===== src/rtl/turret_fire_sched_pkg.sv =====
// Shared types and constants for the turret fire scheduler.
// The optional ammo limit is enabled with TURRET_FIRE_SCHED_AMMO_LIMIT_EN.
package turret_pkg;

  localparam int COORD_W = 10;

  localparam logic OWNER_L = 1'b0;
  localparam logic OWNER_R = 1'b1;

  typedef enum logic [1:0] {
    READY,
    PENDING,
    COOLDOWN
  } turret_state_t;

  // One captured launch: muzzle position and per-frame step.
  typedef struct packed {
    logic        [COORD_W-1:0] pos_x;
    logic        [COORD_W-1:0] pos_y;
    logic signed [COORD_W-1:0] vel_x;
    logic signed [COORD_W-1:0] vel_y;
  } shot_t;

endpackage


===== src/rtl/turret_fire_sched_req_fsm.sv =====
// Per-turret request tracker: fire-key edge detect, shot capture,
// READY/PENDING/COOLDOWN sequencing and, when
// TURRET_FIRE_SCHED_AMMO_LIMIT_EN is defined, the ammo counter.
module turret_req_fsm
  import turret_pkg::*;
#(
  parameter int COOLDOWN_CYC = 8
`ifdef TURRET_FIRE_SCHED_AMMO_LIMIT_EN
  ,
  parameter int MAX_AMMO     = 15
`endif
) (
  input  logic                      clk2,
  input  logic                      Reset,
  input  logic                      fire,
  input  logic        [COORD_W-1:0] pos_x,
  input  logic        [COORD_W-1:0] pos_y,
  input  logic signed [COORD_W-1:0] vel_x,
  input  logic signed [COORD_W-1:0] vel_y,
  input  logic                      grant,
  output logic                      pending,
  output logic                      busy,
  output shot_t                     shot
`ifdef TURRET_FIRE_SCHED_AMMO_LIMIT_EN
  ,
  output logic                [3:0] ammo
`endif
);

  turret_state_t state, state_nx;
  logic          fire_d;
  logic          req;
  logic          accept;
  logic    [7:0] cnt;

  assign req = fire & ~fire_d;

`ifdef TURRET_FIRE_SCHED_AMMO_LIMIT_EN
  // An empty magazine swallows the press and leaves the turret READY.
  assign accept = req & (ammo != 4'd0);
`else
  assign accept = req;
`endif

  assign pending = (state == PENDING);
  assign busy    = (state != READY);

  // State register.
  always_ff @(posedge clk2) begin
    if (!Reset) state <= READY;
    else        state <= state_nx;
  end

  // Next-state: presses outside READY are dropped, never queued.
  always_comb begin
    state_nx = state;
    case (state)
      READY:    if (accept)      state_nx = PENDING;
      PENDING:  if (grant)       state_nx = COOLDOWN;
      COOLDOWN: if (cnt == 8'd0) state_nx = READY;
      default:                   state_nx = READY;
    endcase
  end

  // Key history and cooldown counter; the counter spans COOLDOWN_CYC cycles.
  always_ff @(posedge clk2) begin
    if (!Reset) begin
      fire_d <= 1'b0;
      cnt    <= 8'd0;
    end else begin
      fire_d <= fire;
      if (state == PENDING && grant)
        cnt <= 8'(COOLDOWN_CYC - 1);
      else if (state == COOLDOWN && cnt != 8'd0)
        cnt <= cnt - 8'd1;
    end
  end

  // Capture the muzzle state at the press so later aiming cannot alter the shot.
  always_ff @(posedge clk2) begin
    if (state == READY && accept)
      shot <= '{pos_x: pos_x, pos_y: pos_y, vel_x: vel_x, vel_y: vel_y};
  end

`ifdef TURRET_FIRE_SCHED_AMMO_LIMIT_EN
  // One round spent per granted launch.
  always_ff @(posedge clk2) begin
    if (!Reset)
      ammo <= 4'(MAX_AMMO);
    else if (state == PENDING && grant)
      ammo <= ammo - 4'd1;
  end
`endif

endmodule


===== src/rtl/turret_fire_sched.sv =====
// Turret fire scheduler: arbitrates left/right launch requests onto a pool
// of bullet engines (lowest free slot, round-robin on contention) and
// registers the launch payload. Optional ammo limit: define
// TURRET_FIRE_SCHED_AMMO_LIMIT_EN to add ammo_l/ammo_r.
module turret_fire_sched
  import turret_pkg::*;
#(
  parameter int NUM_SLOTS    = 4,
  parameter int COOLDOWN_CYC = 8,
  parameter int MAX_AMMO     = 15
) (
  input  logic                      clk2,
  input  logic                      Reset,
  input  logic                      fire_l,
  input  logic                      fire_r,
  input  logic        [COORD_W-1:0] l_pos_x,
  input  logic        [COORD_W-1:0] l_pos_y,
  input  logic signed [COORD_W-1:0] l_vel_x,
  input  logic signed [COORD_W-1:0] l_vel_y,
  input  logic        [COORD_W-1:0] r_pos_x,
  input  logic        [COORD_W-1:0] r_pos_y,
  input  logic signed [COORD_W-1:0] r_vel_x,
  input  logic signed [COORD_W-1:0] r_vel_y,
  input  logic      [NUM_SLOTS-1:0] slot_busy,
  output logic                      spawn_valid,
  output logic                [2:0] spawn_slot,
  output logic                      spawn_owner,
  output logic        [COORD_W-1:0] spawn_pos_x,
  output logic        [COORD_W-1:0] spawn_pos_y,
  output logic signed [COORD_W-1:0] spawn_vel_x,
  output logic signed [COORD_W-1:0] spawn_vel_y,
  output logic                      busy_l,
  output logic                      busy_r
`ifdef TURRET_FIRE_SCHED_AMMO_LIMIT_EN
  ,
  output logic                [3:0] ammo_l,
  output logic                [3:0] ammo_r
`endif
);

  logic                 pend_l, pend_r;
  logic                 grant_l, grant_r, grant_any;
  shot_t                shot_l, shot_r, shot_win;
  logic [NUM_SLOTS-1:0] reserved;
  logic [NUM_SLOTS-1:0] free;
  logic           [1:0] age [NUM_SLOTS];
  logic           [2:0] sel_slot;
  logic                 rr_ptr, rr_ptr_nx;

  logic                 spawn_vld_p1;
  logic           [2:0] spawn_slot_p1;
  logic                 spawn_owner_p1;
  shot_t                shot_p1;

  turret_req_fsm #(
    .COOLDOWN_CYC (COOLDOWN_CYC)
`ifdef TURRET_FIRE_SCHED_AMMO_LIMIT_EN
    ,
    .MAX_AMMO     (MAX_AMMO)
`endif
  ) u_left (
    .clk2    (clk2),
    .Reset   (Reset),
    .fire    (fire_l),
    .pos_x   (l_pos_x),
    .pos_y   (l_pos_y),
    .vel_x   (l_vel_x),
    .vel_y   (l_vel_y),
    .grant   (grant_l),
    .pending (pend_l),
    .busy    (busy_l),
    .shot    (shot_l)
`ifdef TURRET_FIRE_SCHED_AMMO_LIMIT_EN
    ,
    .ammo    (ammo_l)
`endif
  );

  turret_req_fsm #(
    .COOLDOWN_CYC (COOLDOWN_CYC)
`ifdef TURRET_FIRE_SCHED_AMMO_LIMIT_EN
    ,
    .MAX_AMMO     (MAX_AMMO)
`endif
  ) u_right (
    .clk2    (clk2),
    .Reset   (Reset),
    .fire    (fire_r),
    .pos_x   (r_pos_x),
    .pos_y   (r_pos_y),
    .vel_x   (r_vel_x),
    .vel_y   (r_vel_y),
    .grant   (grant_r),
    .pending (pend_r),
    .busy    (busy_r),
    .shot    (shot_r)
`ifdef TURRET_FIRE_SCHED_AMMO_LIMIT_EN
    ,
    .ammo    (ammo_r)
`endif
  );

  // A slot is usable when its engine is idle and no launch is in flight to it.
  assign free      = ~slot_busy & ~reserved;
  assign grant_any = grant_l | grant_r;
  assign shot_win  = grant_r ? shot_r : shot_l;

  // Grant decision: lowest free slot; pointer only moves on contention.
  always_comb begin
    grant_l   = 1'b0;
    grant_r   = 1'b0;
    sel_slot  = 3'd0;
    rr_ptr_nx = rr_ptr;
    for (int i = NUM_SLOTS - 1; i >= 0; i--) begin
      if (free[i]) sel_slot = 3'(i);
    end
    if (|free) begin
      if (pend_l && pend_r) begin
        if (rr_ptr == OWNER_L) grant_l = 1'b1;
        else                   grant_r = 1'b1;
        rr_ptr_nx = ~rr_ptr;
      end else if (pend_l) begin
        grant_l = 1'b1;
      end else if (pend_r) begin
        grant_r = 1'b1;
      end
    end
  end

  // Reservation per slot: held until the engine reports busy or 4 idle cycles pass.
  always_ff @(posedge clk2) begin
    if (!Reset) begin
      reserved <= '0;
      for (int i = 0; i < NUM_SLOTS; i++) age[i] <= 2'd0;
    end else begin
      for (int i = 0; i < NUM_SLOTS; i++) begin
        if (grant_any && sel_slot == 3'(i)) begin
          reserved[i] <= 1'b1;
          age[i]      <= 2'd0;
        end else if (reserved[i]) begin
          if (slot_busy[i] || age[i] == 2'd3) reserved[i] <= 1'b0;
          else                                age[i]      <= age[i] + 2'd1;
        end
      end
    end
  end

  // ---- stage p1: registered launch outputs, one cycle after the grant ----
  // Launch register and round-robin pointer.
  always_ff @(posedge clk2) begin
    if (!Reset) begin
      spawn_vld_p1   <= 1'b0;
      spawn_slot_p1  <= 3'd0;
      spawn_owner_p1 <= OWNER_L;
      shot_p1        <= '0;
      rr_ptr         <= OWNER_L;
    end else begin
      spawn_vld_p1 <= grant_any;
      rr_ptr       <= rr_ptr_nx;
      if (grant_any) begin
        spawn_slot_p1  <= sel_slot;
        spawn_owner_p1 <= grant_r ? OWNER_R : OWNER_L;
        shot_p1        <= shot_win;
      end
    end
  end

  assign spawn_valid = spawn_vld_p1;
  assign spawn_slot  = spawn_slot_p1;
  assign spawn_owner = spawn_owner_p1;
  assign spawn_pos_x = shot_p1.pos_x;
  assign spawn_pos_y = shot_p1.pos_y;
  assign spawn_vel_x = shot_p1.vel_x;
  assign spawn_vel_y = shot_p1.vel_y;

endmodule


===== config.mk =====
export PLATFORM = sky130hd
export DESIGN_NAME = turret_fire_sched
export DESIGN_NICKNAME = d
export VERILOG_FILES = /design/src/rtl/turret_fire_sched_pkg.sv /design/src/rtl/turret_fire_sched_req_fsm.sv /design/src/rtl/turret_fire_sched.sv
export SDC_FILE = /design/constraint.sdc
export NUM_CORES = 1
export LEC_CHECK = 0
export BUFFER_PORTS_ARGS = -buffer_cell sky130_fd_sc_hd__buf_2
export CAP_MARGIN = 20
export CORE_UTILIZATION = 58
export CTS_CLUSTER_DIAMETER = 40
export DETAILED_ROUTE_END_ITERATION = 8
export PLACE_DENSITY = 0.86
export RECOVER_POWER = 25
export SKIP_LAST_GASP = 1
export SLEW_MARGIN = 20
export SYNTH_ARGS = -nofsm -noshare
export SYNTH_HDL_FRONTEND = slang
export SYNTH_HIERARCHICAL = 1
export SYNTH_SLANG_ARGS = --single-unit

===== constraint.sdc =====
create_clock -name clk2 -period 11.6 [get_ports clk2]
set_input_delay 1.16 -clock clk2 [delete_from_list [all_inputs] [get_ports clk2]]
set_output_delay 1.16 -clock clk2 [all_outputs]
set_load 0.03 [all_outputs]

==> impl_results.md <==
- Status: completed
- Residual DRC: 0
- Crit Path Category: reg2reg
- CTS resizes: 0
- Worst R2R End: u_right/cnt[5]$_SDFFE_PP0P_
- CTS tree: yes
- Clk pwr share: 40.2%
- Total gr overflow: 0
- Area leader, netlist: edfxtp_1
- Cell mode on critical path: nand2_1
- Row Count: 37
- Input/output buffers: 133
- Max incr delay on CP: 700 ps
- Critical path buffer and inverter count: 2
- CP arrival: 3370 ps
- Vias per Instance: 5.703
- Leakage power: 3.225 nW
- Final Cell Area: 7719 µm²
- Number of global-route vias before repair: 4,324
- R2R Setup Slk: 8670 ps
- CTS Buf Count: 17
- Max FO, Critical Path: 23
- CP Capture Type: flip-flop
- Via count: 4,249
- Switching Share: 25.26%
- R2R Path Start: u_left/state[0]$_SDFFE_PN0P_
- Cells along the critical path: nor2b_1 > inv_2 > o21ai_4 > buf_4 > nor2_1 > nand2_1 > nand2_1 > a21oi_1
- R2R depth: 8
- Worst Tran Pin Value: 892.4 ps
- Drt total wl: 13,240 µm
- Async S/R FF share, synth: 0%
- Logic pwr share: 12.6%
- WHS Path Cells: 2
- Synth Net Count: 558
- Postcts setup bufs: 0
- Yosys warns: 6
- Area taken by multi-input logic gates: 2112 µm²
- Width of the die: 107.0 µm
- Cell Area, Placed: 7109 µm²
- Clock Tree Root: clkbuf_8
- WP data required: 12,040 ps
- Fillers: 661
- Startpoint types: flip-flop
- EDFF count, synth: 88
- CTS sink cnt: 159
- Maxcap violations: 0
- Reg clk slew, reported paths: 70 ps
- Overall Power: 1.406 mW
- Iter 0 DRT Violations: 314
- DRT Pass-1 Iters: 7
- Final setup viols: 0
- Clock Path Buffers: 2
- RSZ-0062 raised after global routing: false
- Aggregate global-route resource usage: 24.39%
- Sequential Area: 4064 µm²
- Internal power: 1.050 mW
- First-pass GRT wire length: 20,800 µm
- Seq pwr share: 47.1%
- Register area share after synthesis: 63.51%
- Die Y: 107.0 µm
- Setup crit start: u_left/state[0]$_SDFFE_PN0P_
- Antenna violations before repair: 0
- Post-CTS Hold Fix Bufs: 0
- Layout area overhead: 20.63%
- Max-Slew Margin vs Limit: 40.51%
- CTS H-Tree Depth: 4
- Cell family contributing the most delay on the critical path: simple AND/OR/NAND/NOR gates
- WL/cell: 17.77 µm
- Syn Area/Cell: 13.85 µm²
- PD cells: 182.1 nW/µm²
- Clk_skew: 7.847 ps
- Top FF cell, synth: edfxtp_1
- Slew Viols, Final: 0
- Yosys top cell area share: 41.30%
- Netlist Area Pre-Place: 6399 µm²
- Die ar.: 11,460 µm²
- I/O pin total: 135
- N_diodes: 0
- Worst Hold Launch: spawn_slot[0]$_SDFFE_PN0P_
- HPWL after DPL: 8648 µm
- Top-count cell post-synth: edfxtp_1
- Final hold violation count: 0
- Psw: 0.3551 mW
- Final period utilization: 25.25%
- Core ar.: 10,510 µm²
- Worst hold-check path type: reg2reg
- Area contributors post-synth: edfxtp_1, dfxtp_1, o211ai_2
- Min-Delay Endpoint: spawn_slot[0]$_SDFFE_PN0P_
- Slowest stage cell, crit path: o21ai_4
- Synth Register Bits: 159
- Mapped Cells: 462
- Commonest cells post-synth: edfxtp_1, dfxtp_1, mux2i_1
- Fmax: 341.4 MHz
- Synth cell types: 55
- Initial Util: 60.89%
- IR drop worst, VDD: 122.4 µV
- Post-route ant nets: 0
- Pin count of the biggest net entering global routing: 72
- Share of cells above drive strength 1: 36.62%
- Minimum clock period: 2929 ps
- Final GP Congestion: 0.8267
- Worst-Skew Late Latency: 520 ps
- Sum Neg Setup Slack: 0 ps
- Final #Nets: 692
power groups by stage:
stage / Combinational [mW] / Clock [mW] / Sequential [mW]
floorplan: 0.0891 / 0 / 0.705
global placement: 0.171 / 0 / 0.671
detailed placement: 0.177 / 0 / 0.673
CTS: 0.179 / 0.573 / 0.662
global route: 0.191 / 0.594 / 0.666
finish: 0.178 / 0.565 / 0.663
cell usage in the layout (no fill, tap or decap), types with 3 or more instances in the layout:
| cell | count |
|---|---|
| bufinv_16 | 4 |
| nor2b_1 | 6 |
| o211ai_2 | 39 |
| edfxtp_1 | 88 |
| inv_1 | 13 |
| ha_1 | 8 |
| mux2i_1 | 42 |
| buf_4 | 6 |
| a211oi_1 | 4 |
| xnor2_1 | 4 |
| a21oi_1 | 11 |
| o21ai_0 | 8 |
| nor2_1 | 14 |
| and3_1 | 4 |
| nor3_1 | 6 |
| clkbuf_16 | 16 |
| dfxtp_1 | 71 |
| nand2b_1 | 4 |
| buf_2 | 133 |
| o41ai_1 | 4 |
| and2_1 | 3 |
| a21boi_0 | 4 |
| nand3_1 | 4 |
| nand4b_1 | 3 |
| nor3b_1 | 4 |
| nand2_1 | 11 |
| clkinvlp_4 | 3 |
| o21a_1 | 5 |
| o21ai_1 | 40 |
| nand3b_1 | 4 |
sequential cells by signal, indices dropped and copies added (netlist names), 4 cells and up:
signal        cells
u_right/cnt       8
spawn_vel_y      10
age               8
spawn_pos_x      10
reserved          4
spawn_vel_x      10
u_right/shot     40
u_left/shot      40
spawn_pos_y      10
u_left/cnt        8
area by class of cell:
type	instances	share of cell area (%)
timing repair buffer	139	9.207
inverter	14	0.6808
multi-input combinational	265	27.36
tap	136	2.205
clock inverter	13	2.432
sequential	159	52.65
clock buffer	19	5.463
logic make-up (layout without fill, tap and decap cells):
| logic type | count (synthesis) | count (layout) | synth area share [%] |
|---|---|---|---|
| fa+ha+maj | 8 | 8 | 1.564 |
| buf+inv | 38 | 185 | 3.833 |
| other cells | 1 | 1 | 0.05861 |
| flops | 159 | 159 | 63.51 |
| simple gates | 81 | 81 | 7.431 |
| mux | 43 | 43 | 6.746 |
| xor+xnor | 5 | 5 | 0.6844 |
| compound gates | 127 | 127 | 16.17 |
layer usage:
metal	track usage [%]	part of all wire, %	up-vias	wire length [µm]
met4	11.74	2.2	0	289
li1	-	-	2026	-
met5	0	0	-	0
met3	7.964	6.4	25	846
met1	26.82	39	2040	5210
met2	42.40	52	158	6894
worst reg2reg max path: cells and delay by family (launching register included):
family	cells	cell delay, ps
buffers and inverters	2	650
AO/OA/AOI/OAI	2	900
flip-flops	1	390
AND/OR/NAND/NOR	4	930
per-stage QoR:
step,util [%],hold WS [ps],cells,worst slack [ps]
5_1_grt,73.45,496.6,745,8399
3_5_place_dp,67.65,468.0,713,8728
4_1_cts,73.45,476.7,745,8658
2_1_floorplan,-,451.7,462,6956
6_report,73.45,474.2,745,8671
3_3_place_gp,67.65,444.7,713,8798
worst max path at each step:
stage / cells after the start / slack, ps / endpoint
after floorplan: 1 / 6960 / u_left/shot[0]$_DFFE_PP_
after global placement: 7 / 8800 / u_right/cnt[0]$_SDFFE_PN0P_
after detailed placement: 8 / 8730 / u_right/cnt[5]$_SDFFE_PP0P_
after CTS: 8 / 8660 / u_right/cnt[5]$_SDFFE_PP0P_
after global routing: 8 / 8400 / u_right/cnt[5]$_SDFFE_PP0P_
final: 8 / 8670 / u_right/cnt[5]$_SDFFE_PP0P_
Note: power is estimated with default switching activity, not from simulation.
